`config.mk`:
```
export PLATFORM = sky130hd
export DESIGN_NAME = nibble_serial_adder
export DESIGN_NICKNAME = d
export VERILOG_FILES = /design/src/rtl/nibble_serial_adder_pkg.sv /design/src/rtl/nibble_add4.sv /design/src/rtl/nibble_serial_adder.sv
export SDC_FILE = /design/constraint.sdc
export NUM_CORES = 1
export LEC_CHECK = 0
export CORE_ASPECT_RATIO = 1.5
export CORE_MARGIN = 8
export CORE_UTILIZATION = 45
export CTS_CLUSTER_SIZE = 16
export DETAILED_ROUTE_END_ITERATION = 7
export GPL_TIMING_DRIVEN = 0
export PLACE_DENSITY = 0.72
export SYNTH_ARGS = -nofsm -noshare
export SYNTH_HDL_FRONTEND = slang
export SYNTH_SLANG_ARGS = --single-unit
```
`constraint.sdc`:
```
create_clock -name clk -period 2.95 [get_ports clk]
set_clock_uncertainty 0.1 [all_clocks]
set_input_delay 0.59 -clock clk [delete_from_list [all_inputs] [get_ports clk]]
set_output_delay 0.59 -clock clk [all_outputs]
set_load 0.03 [all_outputs]
```
`src/rtl/nibble_serial_adder_pkg.sv`:
```
// Shared types and helpers for the nibble-serial adder: FSM state encoding,
// nibble width, and nibble count derivation.
package nibble_serial_adder_pkg;

  localparam int NIBBLE_W = 4;

  typedef enum logic [1:0] {
    ST_IDLE = 2'd0,
    ST_ADD  = 2'd1,
    ST_DONE = 2'd2
  } state_t;

  function automatic int nib_count(input int width);
    return width / NIBBLE_W;
  endfunction

endpackage

```
`src/rtl/nibble_add4.sv`:
```
// Combinational 4-bit ripple adder built from full-adder cells; also exposes
// the carry into bit 3 so callers can derive two's-complement overflow.
module nibble_add4 (
  input  logic [3:0] a,
  input  logic [3:0] b,
  input  logic       ci,
  output logic [3:0] s,
  output logic       co,
  output logic       c3
);

  logic [4:0] c;

  assign c[0] = ci;

  for (genvar i = 0; i < 4; i++) begin : g_fa
    assign s[i]   = a[i] ^ b[i] ^ c[i];
    assign c[i+1] = (a[i] & b[i]) | (c[i] & (a[i] ^ b[i]));
  end

  assign co = c[4];
  assign c3 = c[3];

endmodule

```
`src/rtl/nibble_serial_adder.sv`:
```
// WIDTH-bit adder sequenced one nibble per cycle through a single 4-bit stage.
// Optional overflow output enabled by defining NIBBLE_SERIAL_ADDER_OVF_EN.
//
// state   | meaning
// IDLE    | waiting for operands, in_ready high
// ADD     | one nibble summed per cycle, carry held in carry_reg
// DONE    | result presented, held until out_ready
module nibble_serial_adder #(
  parameter int WIDTH = 16
) (
  input  logic             clk,
  input  logic             rst,
  input  logic             in_valid,
  output logic             in_ready,
  input  logic [WIDTH-1:0] a,
  input  logic [WIDTH-1:0] b,
  input  logic             cin,
  output logic             out_valid,
  input  logic             out_ready,
  output logic [WIDTH-1:0] sum,
  output logic             cout,
`ifdef NIBBLE_SERIAL_ADDER_OVF_EN
  output logic             ovf,
`endif
  output logic             busy
);

  import nibble_serial_adder_pkg::*;

  localparam int NIB = nib_count(WIDTH);
  localparam int IW  = (NIB > 1) ? $clog2(NIB) : 1;

  if ((WIDTH % NIBBLE_W) != 0 || WIDTH < NIBBLE_W) begin : g_width_check
    $error("nibble_serial_adder: WIDTH must be a positive multiple of 4");
  end

  state_t state, next_state;

  logic [WIDTH-1:0] a_reg, b_reg, sum_reg;
  logic             carry_reg, cout_reg;
  logic [IW-1:0]    idx;
  logic             last_nib;

  logic [3:0] a_nib, b_nib, s_nib;
  logic       co_nib;

  assign last_nib = (idx == IW'(NIB - 1));

  always_comb begin
    a_nib = '0;
    b_nib = '0;
    for (int i = 0; i < NIB; i++) begin
      if (idx == IW'(i)) begin
        a_nib = a_reg[i*NIBBLE_W +: NIBBLE_W];
        b_nib = b_reg[i*NIBBLE_W +: NIBBLE_W];
      end
    end
  end

`ifdef NIBBLE_SERIAL_ADDER_OVF_EN
  logic c3_nib;
  logic ovf_reg;
`else
  logic c3_unused;
`endif

  nibble_add4 u_add4 (
    .a  (a_nib),
    .b  (b_nib),
    .ci (carry_reg),
    .s  (s_nib),
    .co (co_nib),
`ifdef NIBBLE_SERIAL_ADDER_OVF_EN
    .c3 (c3_nib)
`else
    .c3 (c3_unused)
`endif
  );

  always_ff @(posedge clk) begin
    if (rst) state <= ST_IDLE;
    else     state <= next_state;
  end

  // Outputs are decoded from state only, so no combinational path from the
  // handshake inputs reaches in_ready or out_valid.
  always_comb begin
    next_state = state;
    in_ready   = 1'b0;
    out_valid  = 1'b0;
    busy       = 1'b0;
    case (state)
      ST_IDLE: begin
        in_ready = 1'b1;
        if (in_valid) next_state = ST_ADD;
      end
      ST_ADD: begin
        busy = 1'b1;
        if (last_nib) next_state = ST_DONE;
      end
      ST_DONE: begin
        busy      = 1'b1;
        out_valid = 1'b1;
        if (out_ready) next_state = ST_IDLE;
      end
      default: next_state = ST_IDLE;
    endcase
  end

  always_ff @(posedge clk) begin
    if (rst) begin
      a_reg     <= '0;
      b_reg     <= '0;
      sum_reg   <= '0;
      carry_reg <= 1'b0;
      cout_reg  <= 1'b0;
      idx       <= '0;
`ifdef NIBBLE_SERIAL_ADDER_OVF_EN
      ovf_reg   <= 1'b0;
`endif
    end else begin
      case (state)
        ST_IDLE: begin
          if (in_valid) begin
            a_reg     <= a;
            b_reg     <= b;
            carry_reg <= cin;
            idx       <= '0;
            sum_reg   <= '0;
            cout_reg  <= 1'b0;
`ifdef NIBBLE_SERIAL_ADDER_OVF_EN
            ovf_reg   <= 1'b0;
`endif
          end
        end
        ST_ADD: begin
          for (int i = 0; i < NIB; i++) begin
            if (idx == IW'(i)) sum_reg[i*NIBBLE_W +: NIBBLE_W] <= s_nib;
          end
          carry_reg <= co_nib;
          idx       <= idx + IW'(1);
          if (last_nib) begin
            cout_reg <= co_nib;
`ifdef NIBBLE_SERIAL_ADDER_OVF_EN
            ovf_reg  <= c3_nib ^ co_nib;
`endif
          end
        end
        default: ;
      endcase
    end
  end

  assign sum  = sum_reg;
  assign cout = cout_reg;
`ifdef NIBBLE_SERIAL_ADDER_OVF_EN
  assign ovf  = ovf_reg;
`endif

endmodule

```
==> results.py <==
metrics = {
    "run_status": {
        "status": "complete, but fails checks",
        "violations": "setup timing",
    },
    "clock_tree": {
        "clock_sinks": 54,
        "ctsHtreeMaxLevel": 2,
        "clock_latency_ps": 310,
        "cts_buffer_depth": 2,
        "clockRootBuffer": "clkbuf_8",
        "cts_buffers": 5,
        "cts_tree": "built",
        "holdBufCountCts": 0,
        "clk_pin_slew_ps": 100,
    },
    "sta": {
        "finalCriticalPeriod_ps": 3150,
        "fmax_ghz": 0.318,
        "tightest_slew_ps": 523,
        "rsz0062_at_grt": "yes",
        "max-slew-margin-rel": 0.652,
        "hold_viol_final": 0,
        "slew_viol_final": 0,
        "finalHoldWorstSlack_ps": 360,
        "totalNegativeSetupSlack_ps": -637,
        "fin_ws_ps": -198,
        "setup_viol": 4,
        "timing.final.crit_share": 1.07,
    },
    "floorplanning": {
        "row_count": 33,
        "core_um2": 5410,
        "die_w_um": 76.9,
        "dieHeight_um": 107,
        "start_util": 0.463,
        "io_pins": 57,
        "dieArea_um2": 8250,
    },
    "finish": {
        "fillers": 508,
        "final_nets": 426,
        "postLayoutCoreUtil": 0.637,
        "antenna_cells": 0,
        "layout.cells.most_common_list": "75 x nand2_1, 60 x a21oi_1, 55 x clkdlybuf4s50_1",
        "multi_input_area_um2": 1300,
        "drive_gt1_frac": 0.135,
        "stdcell_count": 449,
        "seqCellArea_um2": 1090,
        "area_delta_synth_final_pct": 37.8,
        "fin_area_um2": 3450,
        "layout_commonest_cell": "nand2_1",
    },
    "pwr": {
        "switchingPower_uw": 912,
        "peakVddDrop_v": 0.000305,
        "p_int_mw": 1.54,
        "pwr_density_cell_nw_per_um2": 710,
        "clkPwrFrac": 0.199,
        "power_frac_seq": 0.369,
        "p_comb_frac": 0.432,
        "p_sw_frac": 0.373,
        "power_leakage_nw": 1.28,
    },
    "drt": {
        "viasPerCell": 5.17,
        "drt-wirelength-per-cell_um": 14.5,
        "remaining_drc_errors": 0,
        "vias": 2323,
        "drt-met1-wl_mm": 2.61,
        "ant_nets": 0,
        "maxUsedRoutingLayer": "met4",
        "wl_met2_mm": 3.52,
        "wirelength_mm": 6.51,
        "first_pass_iters": 4,
        "drt_iter0_markers": 126,
        "dr_wl_met3_um": 286,
    },
    "place": {
        "dp_hpwl_mm": 5.04,
        "gp_congestion": 0.843,
        "post_dp_cell_area_um2": 3230,
        "port_buffers": 55,
        "dp.cells": 436,
    },
    "critical_path": {
        "critPathKind": "reg2reg",
        "slowest_stage": "fa_2",
        "critPathMaxStageDelay_ps": 590,
        "critPathTopFamily": "adder cells",
        "r2r_start": "idx[0]",
        "crit_path_end_kind": "flip-flop",
        "crit_buf_inv": 4,
        "crit_chain": "inv_6 -> ha_4 -> clkbuf_16 -> a21oi_4 -> o21ai_2 -> a22o_1 -> fa_2 -> inv_2 -> fa_2 -> inv_2 -> fa_2 -> fa_2 -> nand4_1 -> a21oi_1",
        "arrival_ps": 3280,
        "crit_top_cell": "fa_2",
        "r2r_cells": 14,
        "setup.worst_path.start_class": "flip-flop",
        "reg2reg_to": "sum[7]",
        "cp.required_ps": 3090,
        "r2r_slack_ps": -200,
        "cp_max_fo": 8,
    },
    "yosys": {
        "synth_nets": 359,
        "synth_seq_cells": 54,
        "avgSynthCellArea_um2": 8.05,
        "synth_area_leaders": "dfxtp_1 43%, a21oi_1 12%, nand2_1 11%",
        "yosys_warnings": 0,
        "syn_area_um2": 2500,
        "yosys.area.top_type_share": 0.432,
        "ys_seq_area_frac": 0.432,
        "synth.distinct_cells": 28,
        "syn_inst": 311,
        "synth_top_area_cell": "dfxtp_1",
    },
    "hold_path": {
        "hold_start": "b_reg[8]",
        "hold_depth": 2,
        "holdPathEnd": "b_reg[8]",
        "hold_path_class": "reg2reg",
    },
    "global_route": {
        "antenna_found_initial": 0,
        "grt_pass1_wl_mm": 10.9,
        "grt.overflow.total": 0,
        "track_usage": 0.161,
        "grt_pass1_vias": 2371,
        "grt_max_degree": 17,
    },
    "flow_run": {
        "drv_cap": 0,
    },
}
==> Yosys cell counts <==
| master | number |
|---|---|
| buf_4 | 6 |
| a22oi_1 | 2 |
| mux2i_2 | 1 |
| and3_1 | 1 |
| clkbuf_1 | 10 |
| inv_1 | 15 |
| nor2_1 | 2 |
| ha_1 | 7 |
| dfxtp_1 | 54 |
| nand4_1 | 12 |
| nand3_1 | 1 |
| buf_6 | 1 |
| fa_1 | 4 |
| and2_1 | 1 |
| and4b_4 | 1 |
| buf_1 | 2 |
| nor2b_1 | 3 |
| o21ai_0 | 20 |
| nand2b_1 | 8 |
| or2_2 | 1 |
| a22o_1 | 11 |
| o211a_1 | 1 |
| mux2i_1 | 2 |
| a31oi_4 | 1 |
| a32oi_1 | 1 |
| nand2_1 | 75 |
| a21oi_1 | 62 |
| buf_2 | 6 |
==> stage by stage <==
stage | total power [mW] | setup WS, ps
final | 2.45 | -198
after global routing | 2.60 | -282
after CTS | 2.42 | -180
after detailed placement | 1.91 | -269
after global placement | 1.89 | -214
after floorplan | 1.60 | -43.8
==> worst reg2reg max path, stage by stage, from the launching register on <==
cell	delay, ps
dfxtp_4	410
inv_6	50
ha_4	170
clkbuf_16	160
a21oi_4	120
o21ai_2	80
a22o_1	210
fa_2	360
inv_2	60
fa_2	180
inv_2	40
fa_2	330
fa_2	590
nand4_1	90
a21oi_1	150
==> logic make-up (layout without fill, tap and decap cells) <==
family          Yosys count  in the layout  synth area share
fa+ha+maj                11             11            0.0670
flops                    54             54             0.432
buf+inv                  40            108            0.0750
compound gates           98             98             0.225
mux                       3              3            0.0135
simple gates            105            105             0.188
==> repair_timing <==
item	in CTS	in global routing
resized for setup	6	8
setup buffers	3	3
pin swaps	7	5
setup endpoints to repair	6	7
==> metal layers <==
layer / up-vias / global-route usage
met5: - / 0
met4: 0 / 0.0594
met3: 9 / 0.0385
met2: 56 / 0.305
met1: 1078 / 0.164
li1: 1180 / -
==> power groups by stage <==
stage	combinational [mW]	clock [mW]	sequential, mW
after floorplan	0.685	0	0.918
after global placement	0.976	0	0.914
after detailed placement	0.990	0	0.918
after CTS	1.02	0.494	0.902
after global routing	1.16	0.529	0.915
final	1.06	0.487	0.903
==> how the worst max path moves through the flow <==
| stage | from | to | cells after the start |
|---|---|---|---|
| after global routing | idx[0] | sum[3] | 14 |
| after detailed placement | idx[0] | sum[11] | 14 |
| final | idx[0] | sum[7] | 14 |
| after CTS | idx[1] | sum[11] | 14 |
| after global placement | idx[0] | sum[7] | 14 |
| after floorplan | idx[1] | sum[15] | 13 |
==> layout make-up <==
type                    instances  area share
clock buffers                   5      0.0200
repair buffers                 61       0.176
well taps                      70      0.0254
flip-flops and latches         54       0.316
inverters                      15      0.0185
clock inverters                 3      0.0116
multi-input cells             217       0.377
plain buffers                  24      0.0552
Note: power is estimated with default switching activity, not from simulation.
